$ cat src/rtl/uart_rx_cfg.sv
// uart_rx_cfg: configurable UART receiver (5..9 data bits, none/odd/even parity, 1 or 2 stop bits)
//   clk          system clock
//   rst          synchronous reset, active-high
//   rxd          asynchronous serial line, idle high
//   rdata        received word, LSB = first bit on the line
//   rdata_valid  rdata and flags held valid until accepted
//   rdata_ready  consumer accepts the word when valid && ready
//   perr         parity error for the held word
//   ferr         a stop bit was sampled low for the held word
//   brk          every bit of the held frame was sampled low
//   overrun      one-cycle pulse: a completed frame was dropped because the output was full
module uart_rx_cfg #(
   parameter int CLK_PER_BIT = 10416,
   parameter int DATA_BITS   = 8,
   parameter int PARITY      = 0,
   parameter int STOP_BITS   = 1
) (
   input  logic                 clk,
   input  logic                 rst,
   input  logic                 rxd,
   output logic [DATA_BITS-1:0] rdata,
   output logic                 rdata_valid,
   input  logic                 rdata_ready,
   output logic                 perr,
   output logic                 ferr,
   output logic                 brk,
   output logic                 overrun
);
   localparam int H  = CLK_PER_BIT / 2;
   localparam int CW = $clog2(CLK_PER_BIT);
   localparam int IW = $clog2(DATA_BITS);
   typedef enum logic [2:0] {S_IDLE, S_START, S_DATA, S_PAR, S_STOP, S_WAIT} state_t;
   state_t               state_q, state_d;
   logic [CW-1:0]        cnt_q, cnt_d;
   logic [IW-1:0]        idx_q, idx_d;
   logic                 sync1_q, sync1_d, sync2_q, sync2_d;
   logic                 s0_q, s0_d, s1_q, s1_d;
   logic [DATA_BITS-1:0] sh_q, sh_d;
   logic                 par_q, par_d, perr_i_q, perr_i_d, ferr_i_q, ferr_i_d, brk_i_q, brk_i_d;
   logic [DATA_BITS-1:0] rdata_q, rdata_d;
   logic                 valid_q, valid_d, perr_q, perr_d, ferr_q, ferr_d, brk_q, brk_d;
   logic                 overrun_q, overrun_d;
   logic                 xd, wrap, dec, maj, commit, load;
   always_comb begin
      sync1_d  = rxd;
      sync2_d  = sync1_q;
      xd       = sync2_q;
      wrap     = cnt_q == CW'(CLK_PER_BIT - 1);
      dec      = cnt_q == CW'(H + 1);
      // two stored samples plus the live line form the 3-way vote at H+1
      maj      = (s0_q & s1_q) | (s0_q & xd) | (s1_q & xd);
      s0_d     = (cnt_q == CW'(H - 1)) ? xd : s0_q;
      s1_d     = (cnt_q == CW'(H)) ? xd : s1_q;
      cnt_d    = wrap ? '0 : cnt_q + 1'b1;
      state_d  = state_q;
      idx_d    = idx_q;
      sh_d     = sh_q;
      par_d    = par_q;
      perr_i_d = perr_i_q;
      ferr_i_d = ferr_i_q;
      brk_i_d  = brk_i_q;
      commit   = 1'b0;
      case (state_q)
         S_IDLE: begin
            cnt_d = '0;
            if (!xd) begin
               state_d  = S_START;
               idx_d    = '0;
               par_d    = 1'b0;
               perr_i_d = 1'b0;
               ferr_i_d = 1'b0;
               brk_i_d  = 1'b1;
            end
         end
         S_START: begin
            if (dec && maj) begin
               state_d = S_IDLE;
               cnt_d   = '0;
            end else if (wrap) state_d = S_DATA;
         end
         S_DATA: begin
            if (dec) begin
               sh_d    = {maj, sh_q[DATA_BITS-1:1]};
               par_d   = par_q ^ maj;
               brk_i_d = brk_i_q & ~maj;
            end
            if (wrap) begin
               idx_d = (idx_q == IW'(DATA_BITS - 1)) ? '0 : idx_q + 1'b1;
               if (idx_q == IW'(DATA_BITS - 1)) state_d = (PARITY != 0) ? S_PAR : S_STOP;
            end
         end
         S_PAR: begin
            if (dec) begin
               perr_i_d = (PARITY == 1) ? ~(par_q ^ maj) : (par_q ^ maj);
               brk_i_d  = brk_i_q & ~maj;
            end
            if (wrap) state_d = S_STOP;
         end
         S_STOP: begin
            if (dec) begin
               ferr_i_d = ferr_i_q | ~maj;
               brk_i_d  = brk_i_q & ~maj;
               // commit at the last stop mid-bit so a following start edge is not missed
               if (idx_q == IW'(STOP_BITS - 1)) begin
                  commit  = 1'b1;
                  cnt_d   = '0;
                  state_d = (brk_i_q & ~maj) ? S_WAIT : S_IDLE;
               end
            end
            if (wrap) idx_d = idx_q + 1'b1;
         end
         S_WAIT: begin
            cnt_d = '0;
            if (xd) state_d = S_IDLE;
         end
         default: begin
            state_d = S_IDLE;
            cnt_d   = '0;
         end
      endcase
      load      = commit & (~valid_q | rdata_ready);
      rdata_d   = load ? sh_q : rdata_q;
      perr_d    = load ? perr_i_q : perr_q;
      ferr_d    = load ? (ferr_i_q | ~maj) : ferr_q;
      brk_d     = load ? (brk_i_q & ~maj) : brk_q;
      valid_d   = load | (valid_q & ~rdata_ready);
      overrun_d = commit & ~load;
   end
   always_ff @(posedge clk) begin
      if (rst) begin
         state_q   <= S_IDLE;
         cnt_q     <= '0;
         idx_q     <= '0;
         sync1_q   <= 1'b1;
         sync2_q   <= 1'b1;
         s0_q      <= 1'b1;
         s1_q      <= 1'b1;
         sh_q      <= '0;
         par_q     <= 1'b0;
         perr_i_q  <= 1'b0;
         ferr_i_q  <= 1'b0;
         brk_i_q   <= 1'b0;
         rdata_q   <= '0;
         valid_q   <= 1'b0;
         perr_q    <= 1'b0;
         ferr_q    <= 1'b0;
         brk_q     <= 1'b0;
         overrun_q <= 1'b0;
      end else begin
         state_q   <= state_d;
         cnt_q     <= cnt_d;
         idx_q     <= idx_d;
         sync1_q   <= sync1_d;
         sync2_q   <= sync2_d;
         s0_q      <= s0_d;
         s1_q      <= s1_d;
         sh_q      <= sh_d;
         par_q     <= par_d;
         perr_i_q  <= perr_i_d;
         ferr_i_q  <= ferr_i_d;
         brk_i_q   <= brk_i_d;
         rdata_q   <= rdata_d;
         valid_q   <= valid_d;
         perr_q    <= perr_d;
         ferr_q    <= ferr_d;
         brk_q     <= brk_d;
         overrun_q <= overrun_d;
      end
   end
   assign rdata       = rdata_q;
   assign rdata_valid = valid_q;
   assign perr        = perr_q;
   assign ferr        = ferr_q;
   assign brk         = brk_q;
   assign overrun     = overrun_q;
endmodule

$ cat config.mk
export PLATFORM = sky130hd
export DESIGN_NAME = uart_rx_cfg
export DESIGN_NICKNAME = d
export VERILOG_FILES = /design/src/rtl/uart_rx_cfg.sv
export SDC_FILE = /design/constraint.sdc
export NUM_CORES = 1
export LEC_CHECK = 0
export CORE_MARGIN = 10
export CORE_UTILIZATION = 45
export CTS_CLUSTER_SIZE = 30
export DETAILED_ROUTE_END_ITERATION = 8
export PLACE_DENSITY = 0.73
export SLEW_MARGIN = 20
export SYNTH_ARGS = -nofsm -noshare
export SYNTH_HDL_FRONTEND = slang
export SYNTH_SLANG_ARGS = --single-unit
export TNS_END_PERCENT = 20
$ cat constraint.sdc
create_clock -name clk -period 2.95 [get_ports clk]
set_input_delay 0.4425 -clock clk [delete_from_list [all_inputs] [get_ports clk]]
set_output_delay 0.4425 -clock clk [all_outputs]
set_load 0.03 [all_outputs]
==> results of run 1 <==
per-stage QoR:
step                power [W]  hold slack, ns  setup WS (ns)  utilization (%)
floorplan           0.0008009          0.3895          1.107                -
global placement    0.0008262          0.3902         0.8510            51.16
CTS                  0.001325          0.4152         0.8213            53.61
finish               0.001312          0.4134         0.8149            53.61
global route         0.001369          0.4410         0.4897            53.61
detailed placement  0.0008256          0.3923         0.7955            51.16
worst register-to-register path, cell delays in order (launching register included):
cell and delay, ns:
dfxtp_1 0.34, inv_1 0.08, ha_1 0.14, nor4b_1 0.21, and4_1 0.33, and3b_1 0.62, nor2_1 0.09, a311oi_1 0.26
path summary, 6_finish.rpt:
| kind | from | end | cells after the start |
|---|---|---|---|
| setup / recovery | idx_q[0]$_SDFFE_PP0P_ | ferr$_SDFFE_PP0P_ | 7 |
| hold / removal | sync1_q$_SDFF_PP1_ | sync2_q$_SDFF_PP1_ | 1 |
| setup reg to reg | idx_q[0]$_SDFFE_PP0P_ | ferr$_SDFFE_PP0P_ | 7 |
| hold reg to reg | sync1_q$_SDFF_PP1_ | sync2_q$_SDFF_PP1_ | 1 |
final cells by class:
class,instances,area [sq um],share of cell area (%)
sequential,49,980.9,38.49
clock buffer,5,68.82,2.700
tap,67,83.83,3.289
multi-input combinational,181,1155,45.31
inverter,10,37.54,1.473
clock inverter,3,47.55,1.865
timing repair buffer,18,175.2,6.873
cells in the mapped netlist (2+ instances only):
cell type,instances
dfxtp_1,49
nor2_1,35
nand2_1,32
mux2i_1,15
a21oi_1,14
inv_1,10
nand3_1,9
xor2_1,8
clkbuf_1,7
o21ai_0,7
ha_1,6
xnor2_1,6
and4_1,5
and3_1,4
and2_1,3
nor3_1,3
or2_2,3
a311o_1,2
and3b_1,2
buf_6,2
nand4_1,2
nand4b_1,2
nor4bb_1,2
o31ai_1,2
flip-flops by register name, summed over array words and instances (netlist names), 3 cells and up:
name     cells
state_q      3
rdata        8
cnt_q       14
sh_q         8
idx_q        3
cell families after synthesis:
family | count (synthesis) | synth area share (%)
adder cells (fa/ha/maj) | 7 | 3.807
AO/OA/AOI/OAI | 35 | 10.75
XOR/XNOR | 14 | 5.487
buffers and inverters | 21 | 4.424
multiplexers | 16 | 7.223
flip-flops | 49 | 43.90
AND/OR/NAND/NOR | 109 | 24.41
per-layer routing:
layer	routed length, microns	GRT usage [%]
met1	2071	13.45
met2	1795	15.32
met3	199	2.909
met4	66	4.907
met5	0	0
power by group:
group / total [W] / internal [W] / switching, W
combinational: 0.000121 / 0.0000499 / 0.0000707
sequential: 0.000692 / 0.000671 / 0.0000206
clock: 0.000500 / 0.000259 / 0.000241
cell usage in the layout, fill, tap and decap left out, drive strengths merged, types with 4 or more instances in the layout:
master         count
nand3              9
and3               4
nor2              36
and4               5
xnor2              6
o21ai              8
clkdlybuf4s50     16
inv               12
a21oi             14
mux2i             15
clkbuf             5
dfxtp             49
xor2               8
nand2             32
ha                 6
==> results.txt, run 1 <==
Status -> complete, no violations
Slew margin rel. -> 56.14%
DR WL/cell -> 12.41 microns
Antenna violations before repair -> 0
Post-CTS Hold Buffers -> 0
Post-Syn Area -> 2235 sq um
Vias per Instance -> 5.129
Worst-Skew Late Latency -> 0.31 ns
Max-cap check violation count -> 0
Crit path DAT -> 2.36 ns
DIE AREA -> 8185 sq um
Post-Route WL -> 4.133 mm
CP bufs+invs -> 1
PwrDens -> 514.9 nW/um^2
Critical path startpoint category -> flip-flop
First-pass GRT wire length -> 7.307 mm
Share of cells above drive strength 1 -> 6.767%
Worst VDD drop -> 0.3944 mV
Slowest stage cell, crit path -> and3b_1
Worst path top cell family by delay -> simple AND/OR/NAND/NOR gates
Max Root-Sink Buffers -> 2
Vias -> 1708
Skew final -> 0.007147 ns
CP max stage delay -> 0.62 ns
Synth warn -> 0
CP Capture Type -> flip-flop
Dpl hpwl -> 2.894 mm
Yosys reg bits -> 49
Fill cells -> 453
Mapped Cells -> 251
Clk sinks -> 49
Clk root buf -> clkbuf_8
Crit-path cells -> inv_1, ha_1, nor4b_1, and4_1, and3b_1, nor2_1, a311oi_1
CTS Buf Count -> 5
Cts repair resizes -> 0
Avg Inst Size Synth -> 8.903 sq um
Post-Layout Cell Count -> 333
Mapped Nets -> 261
# nets final -> 275
Rows -> 25
R2r setup slk -> 0.81 ns
Worst-Margin Slew -> 0.6578 ns
Number of global-route vias before repair -> 1596
Post-synth EDFFs -> 0
Area growth syn-to-layout -> 14.05%
Part of the cycle the worst path needs -> 72.38%
Max Fanout on Critical Path -> 12
Ys async rst share -> 0%
RSZ-0062 raised after global routing -> false
Initial Util -> 47.00%
CTS tree -> yes
Post-route ant nets -> 0
Yosys top cell area share -> 43.90%
Cell taking the most area after synthesis -> dfxtp_1
Largest net degree at the start of global routing -> 19
Top_reg_cell synth -> dfxtp_1
Setup Fix Bufs, Post-CTS -> 0
Drt pass-1 iters -> 5
GPL Wtd Cong -> 0.8153
Number of distinct library cells after synthesis -> 45
Die height -> 90.47 microns
CP Class -> flip-flop to flip-flop
Port bufs -> 16
Num ports -> 17
Final Cell Area -> 2549 sq um
Leak Pwr -> 0.8582 nW
H-tree Lvls -> 2
Core area -> 4755 sq um
WP data required -> 3.17 ns
Final setup vio count -> 0
Post-route DRC -> 0
Total track usage -> 10.35%
Top cells by area, synth -> dfxtp_1 44%, mux2i_1 6.7%, nor2_1 5.9%
Die span in x -> 90.47 microns
Tmin final -> 2.135 ns
Initial DRC Count -> 116
Area after DPL -> 2432 sq um
Antenna diode count -> 0
Post-synthesis sequential area ratio -> 43.90%
Worst-path clk slew -> 0.10 ns
Setup TNS -> 0 ns
Grt ovf -> 0
Inst Count DP -> 325
Slew Limit Fails -> 0
Hold Violations, Final -> 0
Max Freq -> 468.4 MHz
Hold Crit Class -> flip-flop to flip-flop
Note: power is estimated with default switching activity, not from simulation.
==> run 2: changes to the inputs <==
Clock period 2.95 ns to 2 ns, I/O delays scaled along.
==> results.txt, run 2 (synthesis results as in run 1) <==
Vias per Instance -> 5.214 (+1.7%)
Hold Crit Start -> sync1_q$_SDFF_PP1_
Number of global-route vias before repair -> 1648 (+3.3%)
Part of the cycle the worst path needs -> 93.33% (+21 points)
Num ports -> 17 (unchanged)
Clk sinks -> 49 (unchanged)
Tmin final -> 1.867 ns (-0.2685 ns)
Antenna violations before repair -> 0 (unchanged)
FF/Latch Area -> 980.9 sq um (unchanged)
Dpl hpwl -> 3.104 mm (+7.2%)
Worst r2r src -> idx_q[0]$_SDFFE_PP0P_
Vias -> 1804 (+5.6%)
Max Fanout on Critical Path -> 12 (unchanged)
Core area -> 4755 sq um (unchanged)
Hold slack -> 0.4177 ns (+0.004329 ns)
First-pass GRT wire length -> 7.307 mm (unchanged)
Final setup vio count -> 0 (unchanged)
Worst VDD drop -> 0.3937 mV (-0.17%)
Initial DRC Count -> 119 (+2.6%)
Post-Route WL -> 4.174 mm (+0.99%)
Grt ovf -> 0 (unchanged)
Port bufs -> 16 (unchanged)
Hold Violations, Final -> 0 (unchanged)
Post-route ant nets -> 0 (unchanged)
DIE AREA -> 8185 sq um (unchanged)
Clk root buf -> clkbuf_8
Largest net degree at the start of global routing -> 18 (-1)
Antenna diode count -> 0 (unchanged)
PwrDens -> 686.5 nW/um^2 (+33%)
Area growth syn-to-layout -> 18.14%
GPL Wtd Cong -> 0.8848 (+8.5%)
Slew margin rel. -> 75.49% (+19 points)
# nets final -> 288 (+4.7%)
RSZ-0062 raised after global routing -> false
Initial Util -> 47.00% (unchanged)
Drt pass-1 iters -> 4 (-1)
Commonest non-fill, non-tap cell in the layout -> dfxtp_1
CTS Buf Count -> 5 (unchanged)
Worst-Skew Late Latency -> 0.30 ns (about the same)
Crit path DAT -> 2.09 ns (-0.27 ns)
Max FFs per register -> 14 (unchanged)
Largest Register -> cnt_q
DR WL/cell -> 12.06 microns (-2.8%)
H-tree Lvls -> 2 (unchanged)
Post-CTS Hold Buffers -> 0 (unchanged)
Max-cap check violation count -> 0 (unchanged)
Die span in x -> 90.47 microns (unchanged)
Commonest non-fill, non-tap cells in the layout -> 49 x dfxtp_1, 35 x nor2_1, 32 x nand2_1
Rows -> 25 (unchanged)
Slowest stage cell, crit path -> dfxtp_1
Critical Path Source -> idx_q[0]$_SDFFE_PP0P_
CTS tree -> yes
Fill cells -> 453 (unchanged)
CP Capture Type -> flip-flop
CP Class -> flip-flop to flip-flop
Area of the multi-input gates -> 1159 sq um (+0.32%)
Setup TNS -> 0 ns (unchanged)
Crit-path cells -> inv_1, ha_1, nor4b_1, and4_1, and3b_1, buf_12, nor2_1, a311oi_1
Post-route DRC -> 0 (unchanged)
Share of cells above drive strength 1 -> 11.83% (+5.1 points)
CP max stage delay -> 0.34 ns (-0.28 ns)
Worst-Margin Slew -> 0.3672 ns (-0.2907 ns)
Die height -> 90.47 microns (unchanged)
Max Root-Sink Buffers -> 2 (unchanged)
WP data required -> 2.22 ns (-0.95 ns)
Slew Limit Fails -> 0 (unchanged)
Total track usage -> 10.40% (+0.045 points)
Critical path startpoint category -> flip-flop
Leak Pwr -> 0.9116 nW (+6.2%)
Hold Crit Class -> flip-flop to flip-flop
Max Freq -> 535.7 MHz (+14%)
Status -> complete, no violations
Skew final -> 0.005386 ns (-0.001761 ns)
Worst-path clk slew -> 0.09 ns (about the same)
-- run 2: layout make-up --
type                            count  share of cell area [%]
Clock buffer                        5                   2.607
Inverter                           10                   1.422
Sequential cell                    49                   37.16
Multi-Input combinational cell    181                   43.89
Clock inverter                      3                  0.9479
Timing Repair Buffer               31                   10.81
Tap cell                           67                   3.175
-- run 2: power breakdown --
part	internal [W]	total, W	switching (W)
logic	0.0000884	0.000207	0.000119
registers	0.000990	0.00101	0.0000216
clock network	0.000253	0.000594	0.000341
total	0.00133	0.00181	0.000481
-- run 2: timing repair --
| action | 4_1_cts | 5_1_grt |
|---|---|---|
| endpoints found under the setup margin | 0 | 20 |
| buffers inserted | 0 | 1 |
| resized for setup | 0 | 3 |
-- run 2: final timing paths --
path	slack, ns	end	depth (start not counted)
max	0.13	ferr$_SDFFE_PP0P_	8
min	0.42	sync2_q$_SDFF_PP1_	1
max reg2reg	0.13	ferr$_SDFFE_PP0P_	8
min reg2reg	0.42	sync2_q$_SDFF_PP1_	1
-- run 2: worst max-delay path: cells and delay by family, from the launching register on --
family / cells / cell delay (ns)
AND/OR/NAND/NOR: 4 / 0.85
adder cells (fa/ha/maj): 1 / 0.14
AO/OA/AOI/OAI: 1 / 0.22
buffers and inverters: 2 / 0.23
flip-flops: 1 / 0.34
-- run 2: metal layers --
layer	wire, microns	vias up	track usage, %
met3	161	7	3.159
met5	0	-	0
met1	2033	849	12.66
met2	1905	28	16.29
met4	73	0	4.907
li1	-	920	-
-- run 2: through the flow --
stage / area, sq um / util (%) / setup slack [ns] / power (W) / cells
3_5_place_dp: 2535 / 53.32 / 0.04884 / 0.001229 / 337
4_1_cts: 2629 / 55.29 / 0.001762 / 0.001826 / 345
2_1_floorplan: 2235 / - / 0.1566 / 0.001181 / 251
6_report: 2640 / 55.53 / 0.1334 / 0.001812 / 346
3_3_place_gp: 2535 / 53.32 / 0.03597 / 0.001230 / 337
5_1_grt: 2640 / 55.53 / 0.01725 / 0.001912 / 346
==> run 3: changes to the inputs <==
Settings changed: PLACE_DENSITY 0.73 to 0.76.
Clock period 2 ns to 1.6 ns, I/O delays scaled along.
==> results.txt, run 3 (synthesis results as in run 1) <==
Worst VDD drop -> 0.4237 mV (+7.6%)
Vias per Instance -> 5.283 (+1.3%)
Die span in x -> 90.47 microns (unchanged)
# nets final -> 317 (+10%)
Grt ovf -> 0 (unchanged)
H-tree Lvls -> 2 (unchanged)
Post-Layout Cell Count -> 375 (+8.4%)
Status -> finished with violations
DIE AREA -> 8185 sq um (unchanged)
Worst-Skew Late Latency -> 0.31 ns (about the same)
CP Capture Type -> flip-flop
Worst path top cell family by delay -> compound AO/OA/AOI/OAI gates
Slowest stage cell, crit path -> dfxtp_2
CP Class -> flip-flop to flip-flop
Post-Route WL -> 5.131 mm (+23%)
DR WL/cell -> 13.68 microns (+13%)
Crit-path cells -> inv_2, ha_4, and3b_1, and4_4, buf_6, a311o_1, a211o_1, o31ai_2
Skew final -> 0.007816 ns (+0.002430 ns)
Failing checks -> setup timing
Slew Limit Fails -> 0 (unchanged)
Part of the cycle the worst path needs -> 111.1% (+18 points)
Max FFs per register -> 14 (unchanged)
WP data required -> 1.83 ns (-0.39 ns)
Initial DRC Count -> 178 (+50%)
Post-CTS Hold Buffers -> 0 (unchanged)
Combinational share of power -> 15.8% (+4.4 points)
Clk root buf -> clkbuf_8
Post-route DRC -> 0 (unchanged)
Leak Pwr -> 1.241 nW (+36%)
PwrDens -> 754.4 nW/um^2 (+9.9%)
Fill cells -> 371 (-18%)
Dpl hpwl -> 3.524 mm (+14%)
First-pass GRT wire length -> 8.535 mm (+17%)
Initial Util -> 47.00% (unchanged)
Hold Violations, Final -> 0 (unchanged)
Max Fanout on Critical Path -> 3 (-9)
CTS Buf Count -> 5 (unchanged)
Critical path startpoint category -> flip-flop
Share of cells above drive strength 1 -> 33.12% (+21 points)
GPL Wtd Cong -> 0.8277 (-6.5%)
Commonest non-fill, non-tap cell in the layout -> dfxtp_1
Area growth syn-to-layout -> 39.59%
Clk sinks -> 49 (unchanged)
Final setup vio count -> 40 (+40)
Port bufs -> 16 (unchanged)
Setup TNS -> -4.719 ns (-4.719 ns)
Largest net degree at the start of global routing -> 27 (+9)
Part of the power in registers -> 53.2% (-2.6 points)
Worst-Margin Slew -> 0.4688 ns (+0.1016 ns)
Total track usage -> 12.05% (+1.7 points)
Number of global-route vias before repair -> 1882 (+14%)
CP bufs+invs -> 2 (unchanged)
Clk pwr share -> 31.0% (-1.8 points)
Rows -> 25 (unchanged)
Crit path DAT -> 2.01 ns (-0.08 ns)
Antenna diode count -> 0 (unchanged)
Antenna violations before repair -> 0 (unchanged)
Max Root-Sink Buffers -> 2 (unchanged)
Int Pwr -> 0.001712 W (+29%)
Post-route ant nets -> 0 (unchanged)
Commonest non-fill, non-tap cells in the layout -> 46 x dfxtp_1, 38 x buf_4, 31 x nand2_1
Max-cap check violation count -> 0 (unchanged)
Max Freq -> 562.7 MHz (+5.0%)
Inst Count DP -> 360 (+6.8%)
Die height -> 90.47 microns (unchanged)
CTS tree -> yes
RSZ-0062 raised after global routing -> true
Slew margin rel. -> 68.42% (-7.1 points)
Worst-path clk slew -> 0.09 ns (about the same)
Vias -> 1981 (+9.8%)
Sw frac -> 27.27% (+0.71 points)
Tmin final -> 1.777 ns (-0.08940 ns)
Largest Register -> cnt_q
Num ports -> 17 (unchanged)
Setup slack after layout -> -0.1772 ns (-0.3106 ns)
CP max stage delay -> 0.36 ns (+0.02 ns)
Core area -> 4755 sq um (unchanged)
P_sw -> 0.0006416 W (+33%)
Drt pass-1 iters -> 4 (unchanged)
Hold Crit Class -> flip-flop to flip-flop
-- run 3: cell types whose count changed in the layout (fill, tap and decap cells not counted), moves of 5 or more --
| cell | before | now |
|---|---|---|
| a21oi_1 | 14 | 9 |
| clkdlybuf4s50_1 | 16 | 9 |
| nor2_4 | 0 | 7 |
| buf_4 | 14 | 38 |
| dlymetal6s2s_1 | 0 | 7 |
| nor2_1 | 35 | 21 |
| a21oi_2 | 0 | 5 |
| nor2_2 | 1 | 8 |
-- run 3: final cells by class --
class	count	area, sq um	area share, %
clock buffer	5	68.82	2.206
multi-input combinational	181	1345	43.12
tap	67	83.83	2.688
timing repair buffer	60	575.6	18.45
clock inverter	3	21.27	0.6819
inverter	10	37.54	1.203
sequential	49	987.2	31.65
-- run 3: what timing repair did --
item,4_1_cts,5_1_grt
endpoints found under the setup margin,41,50
gates resized for setup,24,42
cloned,1,1
setup buffers,4,1
endpoints found under the hold margin,0,0
pin swaps,17,9
-- run 3: final timing paths --
| check | startpoint | cells past startpoint | endpoint | slack [ns] |
|---|---|---|---|---|
| worst min-delay path | sync1_q$_SDFF_PP1_ | 1 | sync2_q$_SDFF_PP1_ | 0.41 |
| worst max-delay path | cnt_q[1]$_SDFF_PP0_ | 8 | state_q[0]$_SDFFE_PP0P_ | -0.18 |
| worst max register to register | cnt_q[1]$_SDFF_PP0_ | 8 | state_q[0]$_SDFFE_PP0P_ | -0.18 |
| worst min register to register | sync1_q$_SDFF_PP1_ | 1 | sync2_q$_SDFF_PP1_ | 0.41 |
-- run 3: per-stage QoR --
stage          utilization [%]  instance area [sq um]  hold WS (ns)  power (W)  setup WS [ns]
6_report                 65.61                   3119        0.4140   0.002353        -0.1772
5_1_grt                  65.61                   3119        0.4190   0.002457        -0.2468
4_1_cts                  62.13                   2954        0.4159   0.002338        -0.1918
3_5_place_dp             57.42                   2730        0.3938   0.001572        -0.1659
3_3_place_gp             57.42                   2730        0.3934   0.001570        -0.1090
2_1_floorplan                -                   2250        0.3438   0.001477       -0.09170
-- run 3: power by group through the flow --
stage          clock network, W  logic, W  registers, W
5_1_grt                0.000797  0.000406       0.00125
2_1_floorplan                 0  0.000192       0.00128
4_1_cts                0.000750  0.000336       0.00125
3_3_place_gp                  0  0.000291       0.00128
3_5_place_dp                  0  0.000294       0.00128
6_report               0.000728  0.000373       0.00125
-- run 3: layer usage --
| layer | vias to the layer above | share of wire, % | track usage [%] |
|---|---|---|---|
| met1 | 944 | 43 | 14.42 |
| li1 | 967 | - | - |
| met5 | - | 0 | 0 |
| met2 | 61 | 49 | 20.37 |
| met4 | 0 | 1.2 | 3.448 |
| met3 | 9 | 6.7 | 3.408 |
